$ cat src/rtl/beam_threshold_loader.sv
// Shadow threshold store and load sequencer for the beamform trigger, plus
// gated per-beam trigger rate scalers in the trigger clock domain.
module beam_threshold_loader #(
    parameter int unsigned NBEAMS         = 8,
    parameter int unsigned THRESH_BITS    = 18,
    parameter int unsigned DEFAULT_THRESH = 9000,
    parameter int unsigned HOLDOFF        = 16,
    parameter int unsigned GATE_CYCLES    = 1000,
    parameter int unsigned SCALER_BITS    = 16
) (
    input  logic                       clk_i,
    input  logic                       rst_i,
    input  logic [$clog2(NBEAMS)-1:0]  cfg_addr_i,
    input  logic [THRESH_BITS-1:0]     cfg_thresh_i,
    input  logic                       cfg_wr_i,
    input  logic                       commit_i,
    output logic                       busy_o,
    output logic                       done_o,
    output logic [THRESH_BITS-1:0]     thresh_o,
    output logic [NBEAMS-1:0]          thresh_wr_o,
    output logic                       thresh_update_o,
    input  logic [NBEAMS-1:0]          trigger_i,
    input  logic [$clog2(NBEAMS)-1:0]  scaler_addr_i,
    output logic [SCALER_BITS-1:0]     scaler_o,
    output logic                       scaler_valid_o
);
    localparam int unsigned AddrW = $clog2(NBEAMS);
    localparam int unsigned HoldW = $clog2(HOLDOFF + 1);
    localparam int unsigned GateW = $clog2(GATE_CYCLES);
    localparam logic [SCALER_BITS-1:0] CntMax = '1;

    typedef enum logic [2:0] {StInit, StIdle, StLoad, StUpdate, StHold} state_e;

    state_e                 state_q, state_d;
    logic [AddrW-1:0]       idx_q, idx_d, next_idx;
    logic [HoldW-1:0]       hold_q, hold_d;
    logic                   busy_q, busy_d, done_q, done_d, upd_q, upd_d;
    logic [THRESH_BITS-1:0] thresh_q, thresh_d, first_val;
    logic [NBEAMS-1:0]      wr_q, wr_d;
    logic [THRESH_BITS-1:0] shadow_q [NBEAMS];
    logic                   shadow_wr, start;

    assign shadow_wr = cfg_wr_i && !busy_q;
    assign next_idx  = idx_q + AddrW'(1);
    // A write to entry 0 on the commit edge must reach the first strobe.
    assign first_val = (shadow_wr && cfg_addr_i == '0) ? cfg_thresh_i : shadow_q[0];

    always_comb begin
        state_d  = state_q;
        idx_d    = idx_q;
        hold_d   = hold_q;
        busy_d   = busy_q;
        done_d   = 1'b0;
        thresh_d = '0;
        wr_d     = '0;
        upd_d    = 1'b0;
        start    = 1'b0;
        unique case (state_q)
            StInit: start = 1'b1;
            StIdle: start = commit_i && !done_q;
            StLoad: begin
                if (idx_q == AddrW'(NBEAMS - 1)) begin
                    state_d = StUpdate;
                    upd_d   = 1'b1;
                end else begin
                    idx_d    = next_idx;
                    thresh_d = shadow_q[next_idx];
                    wr_d     = NBEAMS'(1) << next_idx;
                end
            end
            StUpdate: begin
                state_d = StHold;
                hold_d  = '0;
            end
            StHold: begin
                if (hold_q == HoldW'(HOLDOFF - 1)) begin
                    state_d = StIdle;
                    busy_d  = 1'b0;
                    done_d  = 1'b1;
                end else begin
                    hold_d = hold_q + HoldW'(1);
                end
            end
            default: state_d = StInit;
        endcase
        if (start) begin
            state_d  = StLoad;
            idx_d    = '0;
            busy_d   = 1'b1;
            thresh_d = first_val;
            wr_d     = NBEAMS'(1);
        end
    end

    always_ff @(posedge clk_i or posedge rst_i) begin
        if (rst_i) begin
            state_q  <= StInit;
            idx_q    <= '0;
            hold_q   <= '0;
            busy_q   <= 1'b0;
            done_q   <= 1'b0;
            upd_q    <= 1'b0;
            thresh_q <= '0;
            wr_q     <= '0;
            for (int k = 0; k < NBEAMS; k++) shadow_q[k] <= THRESH_BITS'(DEFAULT_THRESH);
        end else begin
            state_q  <= state_d;
            idx_q    <= idx_d;
            hold_q   <= hold_d;
            busy_q   <= busy_d;
            done_q   <= done_d;
            upd_q    <= upd_d;
            thresh_q <= thresh_d;
            wr_q     <= wr_d;
            if (shadow_wr) shadow_q[cfg_addr_i] <= cfg_thresh_i;
        end
    end

    // Rate scalers; triggers are blanked while a load or holdoff is running.
    logic [GateW-1:0]       gate_q;
    logic                   gate_term, valid_q;
    logic [SCALER_BITS-1:0] cnt_q [NBEAMS];
    logic [SCALER_BITS-1:0] cnt_next [NBEAMS];
    logic [SCALER_BITS-1:0] lat_q [NBEAMS];
    logic [SCALER_BITS-1:0] scaler_q;

    assign gate_term = (gate_q == GateW'(GATE_CYCLES - 1));

    always_comb begin
        for (int k = 0; k < NBEAMS; k++) begin
            cnt_next[k] = cnt_q[k];
            if (trigger_i[k] && !busy_q && cnt_q[k] != CntMax) begin
                cnt_next[k] = cnt_q[k] + SCALER_BITS'(1);
            end
        end
    end

    always_ff @(posedge clk_i or posedge rst_i) begin
        if (rst_i) begin
            gate_q   <= '0;
            valid_q  <= 1'b0;
            scaler_q <= '0;
            for (int k = 0; k < NBEAMS; k++) begin
                cnt_q[k] <= '0;
                lat_q[k] <= '0;
            end
        end else begin
            gate_q   <= gate_term ? '0 : gate_q + GateW'(1);
            valid_q  <= gate_term;
            scaler_q <= lat_q[scaler_addr_i];
            for (int k = 0; k < NBEAMS; k++) begin
                cnt_q[k] <= gate_term ? '0 : cnt_next[k];
                if (gate_term) lat_q[k] <= cnt_next[k];
            end
        end
    end

    assign busy_o          = busy_q;
    assign done_o          = done_q;
    assign thresh_o        = thresh_q;
    assign thresh_wr_o     = wr_q;
    assign thresh_update_o = upd_q;
    assign scaler_o        = scaler_q;
    assign scaler_valid_o  = valid_q;

endmodule

$ cat config.mk
export PLATFORM = sky130hd
export DESIGN_NAME = beam_threshold_loader
export DESIGN_NICKNAME = d
export VERILOG_FILES = /design/src/rtl/beam_threshold_loader.sv
export SDC_FILE = /design/constraint.sdc
export NUM_CORES = 1
export LEC_CHECK = 0
export CORE_MARGIN = 2
export CORE_UTILIZATION = 45
export DETAILED_ROUTE_END_ITERATION = 16
export GPL_ROUTABILITY_DRIVEN = 0
export PLACE_DENSITY = 0.7
export SYNTH_ARGS = -nofsm -noshare
export SYNTH_HDL_FRONTEND = slang
export SYNTH_SLANG_ARGS = --single-unit
$ cat constraint.sdc
create_clock -name clk_i -period 37.2 [get_ports clk_i]
set_input_delay 3.72 -clock clk_i [delete_from_list [all_inputs] [get_ports clk_i]]
set_output_delay 3.72 -clock clk_i [all_outputs]
set_load 0.005 [all_outputs]
## Word-level counts from Yosys, hierarchy flattened

Index checks and enable logic that the tools add are counted.

- Add/sub/neg operators: 11
- $lt $le $gt $ge: 4
- Equality and inequality tests: 20
- Shift-type cells: 1
- Muxes and demuxes: 50
- Bitwise gates (word level): 3
- Reductions and logical operators: 33

Operators by type and width:

| cell | number |
|---|---|
| 16-bit 2-to-1 mux | 18 |
| 144-bit bitwise mux | 1 |
| 16-bit by 1-bit adder with 16-bit output, second input constant | 8 |
| 16-bit inequality test, second input constant | 8 |
| 18-bit 2-to-1 mux | 7 |
| 18-bit binary-select mux with 3-bit select | 1 |
| 18-bit demux with 3-bit select | 1 |
| 16-bit binary-select mux with 3-bit select | 1 |
| 8-bit 2-to-1 mux | 3 |
| 1-bit logical AND | 20 |
| 3-bit 2-to-1 mux | 6 |
| 4-bit greater-or-equal comparator, second input constant | 3 |
| 3-bit inverter with 4-bit output | 3 |
| 3-bit case mux with 4 select lines | 1 |
| 10-bit by 1-bit adder with 10-bit output, second input constant | 1 |
| 10-bit == test, second input constant | 1 |
| 10-bit 2-to-1 mux | 1 |
| 5-bit case mux with 2 select lines | 1 |
| 2-bit nonzero test | 4 |
| 1-bit by 3-bit << shifter with 8-bit output, first input constant | 1 |
| 1-bit 2-to-1 mux | 7 |
| 3-bit by 2-bit == test with 1-bit output, second input constant | 2 |
| 3-bit == test, second input constant | 2 |
| 3-bit logical NOT | 2 |
| other kinds (14) | 19 |

- Flip-flop bits (word level): 467
- Output and inout bits: 46

## Logic depth before layout (Yosys ltp)

Gate-level depths: netlist of run 1.

- Word-level depth: 8
- Gate-level depth with buffers: 9

## Worst setup path after synthesis of run 1

OpenSTA, ideal clock, no wires.

- Kind: input to register
- From: in scaler_addr_i[0]
- To: reg scaler_q[0], in the netlist scaler_o[0]
- Data arrival time: 5.012 ns
- Data required time: 37.075 ns
- Setup slack: 32.063 ns
- Cell stages on the path: 4
- Path buffers: 2
- Cells stage by stage: clkbuf_1 buf_2 mux4_2 mux2_2

- Word-level cells in the longest chain between the ends: 4

Ends and longest elaborated chain:

| item | RTL line | source |
|---|---|---|
| from (decl) | 23 | `input logic [$clog2(NBEAMS)-1:0] scaler_addr_i,` |
| 3-bit inverter with 4-bit output (not written as such) | 150 | `scaler_q <= lat_q[scaler_addr_i];` |
| 16-bit binary-select mux with 3-bit select | 150 |  |
| 16-bit 2-to-1 mux (not written as such) (2 in series) | 150 |  |
| to (signal assigned) | 150 |  |
| to (decl) | 125 | `logic [SCALER_BITS-1:0] scaler_q;` |

No other way between the ends. The select of a mux whose other input is x is not followed.
A chain may end at the register's enable or synchronous reset.

==> results of run 1 <==
critical path: stages:
cell             delay [ns]
clkdlybuf4s50_1        0.49
inv_8                  0.66
buf_12                 0.77
buf_4                  0.89
cells by family after synthesis:
| logic type | Yosys count | synth area share |
|---|---|---|
| AO/OA/AOI/OAI | 391 | 0.1058 |
| XOR/XNOR | 16 | 0.006230 |
| adder cells (fa/ha/maj) | 17 | 0.009457 |
| buffers and inverters | 152 | 0.03026 |
| flip-flops | 467 | 0.5218 |
| multiplexers | 261 | 0.1621 |
| AND/OR/NAND/NOR | 670 | 0.1643 |
power by group:
group	switching (mW)	internal, mW
Sequential	0.0285	0.549
Combinational	0.122	0.103
Clock	0.211	0.295
synthesized netlist by cell type (all sizes together) (3+ instances only):
master	count	share of area
a21oi	94	0.021
nand2b	8	0.0022
o22ai	21	0.0058
o211ai	35	0.012
nand3b	8	0.0027
a31oi	59	0.016
mux2	146	0.073
inv	41	0.0068
nand4b	7	0.0030
or4	56	0.019
or3	57	0.016
o21bai	3	0.0010
dfstp	40	0.047
a31o	4	0.0016
mux2i	47	0.021
clkbuf	47	0.0078
xor2	11	0.0043
o41ai	4	0.0016
nand4	52	0.015
nand2	140	0.023
a21o	3	0.0010
ha	17	0.0095
nand3	97	0.022
and4	22	0.0086
o21ai	107	0.024
nor3	26	0.0058
nor3b	8	0.0027
o2111ai	7	0.0027
and2	15	0.0042
and3	20	0.0056
dfrtp	427	0.48
and3b	5	0.0019
nor2	100	0.017
mux4	68	0.068
and4b	7	0.0031
or3b	4	0.0016
buf	64	0.016
o31ai	33	0.011
xnor2	5	0.0019
nor4	21	0.0061
nor2b	7	0.0019
o311ai	5	0.0019
or4b	6	0.0027
worst paths after layout:
check	to	depth (start not counted)	slack [ns]	from
worst min-delay path	gate_q[0]	1	0.46	gate_q[0]
worst max-delay path	cnt_q[113]	4	31.02	rst_i
worst max register to register	lat_q[71]	6	33.73	gate_q[0]
min in group asynchronous	scaler_valid_o	2	3.75	rst_i
max in group clk_i	shadow_q[118]	4	31.54	cfg_wr_i
worst min register to register	gate_q[0]	1	0.46	gate_q[0]
through the flow:
stage / setup slack (ns) / area [um2] / total power, mW
2_1_floorplan: 20.52 / 22490 / 0.7350
3_3_place_gp: 30.28 / 23800 / 0.8023
3_5_place_dp: 30.22 / 23800 / 0.8108
4_1_cts: 30.86 / 25460 / 1.320
5_1_grt: 30.51 / 25480 / 1.365
6_report: 31.02 / 25480 / 1.308
flip-flops by register name (all words and copies together), names as in the netlist, 3 cells and up:
| register | cells |
|---|---|
| state_q | 3 |
| thresh_o | 18 |
| gate_q | 10 |
| thresh_wr_o | 8 |
| hold_q | 5 |
| cnt_q | 128 |
| lat_q | 128 |
| idx_q | 3 |
| shadow_q | 144 |
| scaler_o | 16 |
layout make-up:
| class | instances | area, um2 | area share |
|---|---|---|---|
| antenna | 1 | 2.502 | 0.00009821 |
| multi-input combinational | 1355 | 10100 | 0.3964 |
| timing repair buffer | 103 | 978.4 | 0.03840 |
| sequential | 467 | 11740 | 0.4607 |
| inverter | 41 | 168.9 | 0.006629 |
| tap | 664 | 830.8 | 0.03261 |
| clock buffer | 63 | 1360 | 0.05338 |
| clock inverter | 25 | 300.3 | 0.01179 |
per-layer routing:
metal,GRT usage,part of all wire,routed length (um),up-vias
met2,0.3492,0.48,26140,414
li1,-,-,-,7593
met1,0.2981,0.45,24400,8246
met4,0.05693,0.019,1046,2
met5,0,0.00024,13,-
met3,0.03523,0.048,2576,75
==> impl_metrics.ini, run 1 <==
[outcome]
outcome = finished, final reports clean

[global_routing]
globalRoute.totalOverflow = 0
antenna_found_initial = 1
grt_pass1_wl_mm = 87.43
grt_pass1_vias = 15850
grt_max_degree = 183
track_usage = 0.2141

[timing]
fin_crit_ns = 6.184
timing.fmax_mhz = 161.7
slew_violations = 0
fin_tns_setup_ns = 0
tightestPinTransition_ns = 1.215
slew-limit-headroom = 0.1831
fin_skew_ns = 0.02262
setup_viol = 0
finalCritPeriodShare = 0.1662
grt_setup_unrepaired = no
whs_ns = 0.4615
timing_hold_violations_final = 0

[die]
die_w_um = 227.6
die_area_mm2 = 0.05179
start_util = 0.4576
io_pins = 82
coreArea_mm2 = 0.04915
rows = 81
fp.dieH_um = 227.6

[finish]
syn_to_final_growth_pct = 13.28
utilization = 0.5184
drive_above_1_share = 0.1879
final_common_cell = dfrtp_1
nets = 2070
final_cell_mix = dfrtp_1 (426), mux2_2 (146), nand2_1 (140)
final_cells = 2719
nFillCells = 4226

[synth]
syn_avg_cell_area_um2 = 11.39
syn-num-nets = 2027
synth-seq-area-share = 0.5218
netlist_instances = 1974
async_reset_ff_frac = 1.000
synth-edff-count = 0
ys_dominant_reg_cell = dfrtp_1
yosysUniqueCellTypes = 66
synth_area_mm2 = 0.02249
yosysWarnings = 0
synth-seq-cells = 467

[routing]
final_antenna_net_count = 0
via_count = 16330
first_pass_iters = 6
routedWlPerCell_um = 19.93
drt-initial-drc-count = 1561
wl_mm = 54.18
drc = 0
vias_per_cell = 6.006

[setup_path]
required_ns = 37.78
crit_path_end_kind = async pin
cp.arrival_ns = 6.76
start_kind = input pin
critPathKind = input pin to async pin
cp_max_fo = 182

[clock_network]
cts_tree = built
cts_resized = 0
cts_sinks = 467
postCtsSetupBuffers = 0
clockBufferDepth = 3
hold_buffers = 0
clk_latency_ns = 0.59
clockRootBuffer = clkbuf_16
clk_pin_slew_ns = 0.06
cts-buffers-inserted = 49
htreeDepth = 2

[flow_run]
drv_cap = 0

[pwr]
ir_drop_uv = 103.2
powerDensity_mw_per_mm2 = 51.32
leakage_nw = 10.45

[place]
hpwl_mm = 35.14
place_inst = 2628
port_buffers = 81

[worst_hold_path]
hold_path.class = register to register
No activity file was read; power rests on OpenSTA's default activity.
==> run 2: changes to the inputs <==
--- a/config.mk
+++ b/config.mk
@@ -9,7 +9,7 @@
 export CORE_UTILIZATION = 45
 export DETAILED_ROUTE_END_ITERATION = 16
 export GPL_ROUTABILITY_DRIVEN = 0
-export PLACE_DENSITY = 0.7
+export PLACE_DENSITY = 0.72
 export SYNTH_ARGS = -nofsm -noshare
 export SYNTH_HDL_FRONTEND = slang
 export SYNTH_SLANG_ARGS = --single-unit
==> constraint.sdc (replaced) <==
create_clock -name clk_i -period 5.4 [get_ports clk_i]
set_input_delay 0.54 -clock clk_i [delete_from_list [all_inputs] [get_ports clk_i]]
set_output_delay 0.54 -clock clk_i [all_outputs]
set_load 0.005 [all_outputs]
==> run 2 against run 1 <==
Effect of this change:
- clock skew grew 0.0011 ns
- core utilization grew 0.21 points
- hold slack lost 0.055 ns
- clock power grew to 7.1 times the previous value
- first-iteration DRC count shrank 21%
- design area grew 0.41%
- critical path depth grew 2
- cell count grew 0.15%
- largest power group unchanged
==> impl_metrics.ini, run 2 (synthesis gave the netlist of run 1 again) <==
[finish]
nFillCells = 4192
design_area_mm2 = 0.02558
top_regs = shadow_q: 144 flops, cnt_q: 128 flops, lat_q: 128 flops
final_common_cell = dfrtp_1
drive_above_1_share = 0.1894
final_cell_mix = dfrtp_1 (426), mux2_2 (146), nand2_1 (140)
largest_register_ffs = 144
nets = 2070
largest_register = shadow_q
diodes = 0
syn_to_final_growth_pct = 13.75

[routing]
routedWlPerCell_um = 19.85
first_pass_iters = 5
final_antenna_net_count = 0
via_count = 16520
vias_per_cell = 6.068
wl_mm = 54.06
drt-initial-drc-count = 1237
drc = 0

[timing]
timing.fmax_mhz = 310.5
whs_ns = 0.4067
fin_skew_ns = 0.02371
grt_setup_unrepaired = no
timing_hold_violations_final = 0
setup_ws_ns = 2.179
tightestPinTransition_ns = 1.171
finalCritPeriodShare = 0.5965
slew_violations = 0
slew-limit-headroom = 0.2125
fin_crit_ns = 3.221
setup_viol = 0

[global_routing]
grt_max_degree = 189
grt_pass1_wl_mm = 88.31
grt_pass1_vias = 16200
track_usage = 0.2154
globalRoute.totalOverflow = 0
antenna_found_initial = 0

[die]
fp.dieH_um = 227.6
rows = 81
die_w_um = 227.6
io_pins = 82
start_util = 0.4576
coreArea_mm2 = 0.04915
die_area_mm2 = 0.05179

[worst_hold_path]
hold_path.class = input pin to async pin

[place]
place_ws_ns = 2.183
placedInstanceArea_mm2 = 0.02384
hpwl_mm = 35.24
port_buffers = 81

[setup_path]
cp.arrival_ns = 3.71
cp_max_fo = 146
cpLargestDelayFamily = buffers and inverters
start_kind = register
crit_path_end_kind = register
critPathBufInv = 2
critPathKind = register to register
crit_chain = ha_1 > nand4b_2 > or3_4 > inv_8 > buf_12 > mux2_2
max_stage_delay_ns = 0.69
required_ns = 5.88
slowest_stage = or3_4

[pwr]
powerDensity_mw_per_mm2 = 355.5
total_power_mw = 9.095
leakage_nw = 10.49
ir_drop_uv = 520.0

[clock_network]
clockBufferDepth = 3
htreeDepth = 2
hold_buffers = 0
cts_sinks = 467
cts_tree = built
clockRootBuffer = clkbuf_16
cts-buffers-inserted = 50
clk_latency_ns = 0.61
cts_resized = 0
clk_pin_slew_ns = 0.06
postCtsSetupBuffers = 0

[flow_run]
drv_cap = 0

[outcome]
outcome = finished, final reports clean
## run 2: cell types whose count changed in the layout (fill, tap and decap cells not counted), moves of 2 or more
cell,before,now
clkinv_4,5,0
clkbuf_8,6,10
clkinv_2,7,11
buf_12,1,4
buf_4,19,17
clkbuf_2,2,0
## run 2: area by class of cell
| class | count | area (um2) | share of cell area |
|---|---|---|---|
| clock inverters | 25 | 292.8 | 0.01144 |
| flip-flops and latches | 467 | 11740 | 0.4588 |
| multi-input cells | 1355 | 10100 | 0.3948 |
| inverters | 41 | 165.2 | 0.006455 |
| clock buffers | 69 | 1444 | 0.05644 |
| well taps | 664 | 830.8 | 0.03247 |
| repair buffers | 102 | 1013 | 0.03961 |
## run 2: path summary, 6_finish.rpt
kind                            startpoint      endpoint  depth (start not counted)  slack, ns
min in group clk_i               gate_q[0]     gate_q[0]                          1       0.45
max in group asynchronous            rst_i     cnt_q[80]                          3       3.56
worst max register to register   gate_q[0]     lat_q[87]                          6       2.18
worst min-delay path                 rst_i  thresh_o[14]                          2       0.41
worst max-delay path             gate_q[0]     lat_q[87]                          6       2.18
worst min register to register   gate_q[0]     gate_q[0]                          1       0.45
## run 2: through the flow
| stage | TNS, ns | cells | util |
|---|---|---|---|
| after global placement | 0 | 2629 | 0.4850 |
| after detailed placement | 0 | 2629 | 0.4850 |
| after global routing | 0 | 2723 | 0.5205 |
| final | 0 | 2723 | 0.5205 |
| after floorplan | -610.71 | 1974 | - |
| after CTS | 0 | 2723 | 0.5204 |
## run 2: where the power goes
group / switching (mW) / leakage [nW] / internal, mW
Combinational: 0.783 / 4.14 / 0.707
Clock: 1.47 / 0.847 / 2.12
Sequential: 0.233 / 5.51 / 3.78
## run 2: layer usage
metal	share of wire	track usage
met5	0	0
met4	0.027	0.07421
met3	0.056	0.03898
met2	0.48	0.3535
met1	0.43	0.2889
==> run 3: changes to the inputs <==
==> constraint.sdc (replaced) <==
create_clock -name clk_i -period 2.91 [get_ports clk_i]
set_input_delay 0.291 -clock clk_i [delete_from_list [all_inputs] [get_ports clk_i]]
set_output_delay 0.291 -clock clk_i [all_outputs]
set_load 0.005 [all_outputs]
==> run 3 against run 2 <==
Effect of this change:
- flip-flop and latch count did not move
- largest cell class unchanged
- design area rose by 0.87%
- combinational power rose by 98%
- clock power rose by 79%
- non-clock buffer count rose by 29
==> impl_metrics.ini, run 3 (synthesis gave the netlist of run 1 again) <==
[clock_network]
clockBufferDepth = 3
cts_resized = 0
cts_sinks = 467
clk_latency_ns = 0.59
cts-buffers-inserted = 50
clk_pin_slew_ns = 0.06
cts_tree = built
htreeDepth = 2
hold_buffers = 0
clockRootBuffer = clkbuf_16
postCtsSetupBuffers = 0

[global_routing]
track_usage = 0.2196
globalRoute.totalOverflow = 0
antenna_found_initial = 0
grt_pass1_wl_mm = 90.53
grt_max_degree = 113
grt_pass1_vias = 16670

[timing]
fin_skew_ns = 0.008595
grt_setup_unrepaired = no
setup_viol = 0
tightestPinTransition_ns = 1.160
timing.fmax_mhz = 411.3
fin_crit_ns = 2.431
slew-limit-headroom = 0.2266
timing_hold_violations_final = 0
fin_tns_setup_ns = 0
slew_violations = 0
setup_ws_ns = 0.4786
finalCritPeriodShare = 0.8355

[finish]
diodes = 0
regArea_mm2 = 0.01174
nFillCells = 4196
multi_input_comb_area_mm2 = 0.01009
final_cell_mix = dfrtp_1 (426), mux2_2 (146), nand2_1 (140)
syn_to_final_growth_pct = 14.74
largest_register = shadow_q
utilization = 0.5250
final_common_cell = dfrtp_1
largest_register_ffs = 144
drive_above_1_share = 0.1988
top_regs = shadow_q: 144 flops, cnt_q: 128 flops, lat_q: 128 flops
nets = 2099

[setup_path]
r2r-start = gate_q[0]
cp_max_fo = 56
cp.arrival_ns = 2.95
crit_path_end_kind = register
r2r_end = lat_q[11]
cp-startpoint = gate_q[0]
start_kind = register
required_ns = 3.43
critPathKind = register to register
setup.worst_path.end = lat_q[11]
r2r_cells = 7
rrSetupSlack_ns = 0.48

[die]
die_w_um = 227.6
start_util = 0.4576
rows = 81
die_area_mm2 = 0.05179
coreArea_mm2 = 0.04915
io_pins = 82
fp.dieH_um = 227.6

[place]
hpwl_mm = 37.42
port_buffers = 81
place_ws_ns = 0.5300

[routing]
wl_mm = 55.08
vias_per_cell = 6.070
first_pass_iters = 5
routedWlPerCell_um = 20.05
drc = 0
drt-initial-drc-count = 1386
via_count = 16670
final_antenna_net_count = 0

[pwr]
powerDensity_mw_per_mm2 = 649.2
total_power_mw = 16.75
ir_drop_uv = 745.5
leakage_nw = 10.64

[worst_hold_path]
hold_path.class = input pin to async pin

[outcome]
outcome = finished, final reports clean

[flow_run]
drv_cap = 0
[run 3: changes by cell type in the layout (fill, tap and decap cells not counted), moves of 2 or more]
cell / change
clkinv_8: -2
clkinvlp_4: -2
clkinv_2: -2
buf_4: +23
clkinv_4: +4
buf_12: +6
[run 3: report_power, final]
| part | total [mW] | switching, mW | internal (mW) |
|---|---|---|---|
| combinational | 2.95 | 1.57 | 1.39 |
| clock | 6.44 | 2.62 | 3.82 |
| sequential | 7.36 | 0.342 | 7.02 |
| total | 16.8 | 4.53 | 12.2 |
[run 3: per-stage QoR]
step                      cells  cell area [um2]  hold WS, ns
final                      2747            25810       0.2770
after global routing       2747            25810       0.3068
after CTS                  2747            25810       0.2719
after detailed placement   2658            24130       0.4436
after global placement     2658            24130       0.4379
after floorplan            1974            22500       0.4239
[run 3: how the worst min path moves through the flow]
stage	start	end	depth (start not counted)
finish	rst_i	shadow_q[124]	3
global route	rst_i	shadow_q[52]	3
CTS	rst_i	shadow_q[52]	3
detailed placement	gate_q[0]	gate_q[0]	1
global placement	gate_q[0]	gate_q[0]	1
floorplan	gate_q[0]	gate_q[0]	1
[run 3: layer usage]
| layer | up-vias | GRT usage | wire length, um |
|---|---|---|---|
| met5 | - | 0 | 0 |
| met4 | 0 | 0.07696 | 1667 |
| met3 | 111 | 0.03523 | 3144 |
| met2 | 498 | 0.3621 | 26450 |
| met1 | 8419 | 0.2955 | 23810 |
| li1 | 7646 | - | - |
[run 3: critical path, stage by stage, from the launching register on]
cell and delay (ns):
dfrtp_1 0.36, ha_1 0.26, nand4b_2 0.19, or3_4 0.56, inv_8 0.33, buf_12 0.27
o311ai_0 0.19, nand3_1 0.13
[run 3: area by class of cell]
cell class | count | share of cell area
flip-flops and latches | 467 | 0.4548
well taps | 664 | 0.03219
inverters | 41 | 0.006400
clock inverters | 21 | 0.008970
multi-input cells | 1355 | 0.3912
repair buffers | 131 | 0.05062
clock buffers | 68 | 0.05581
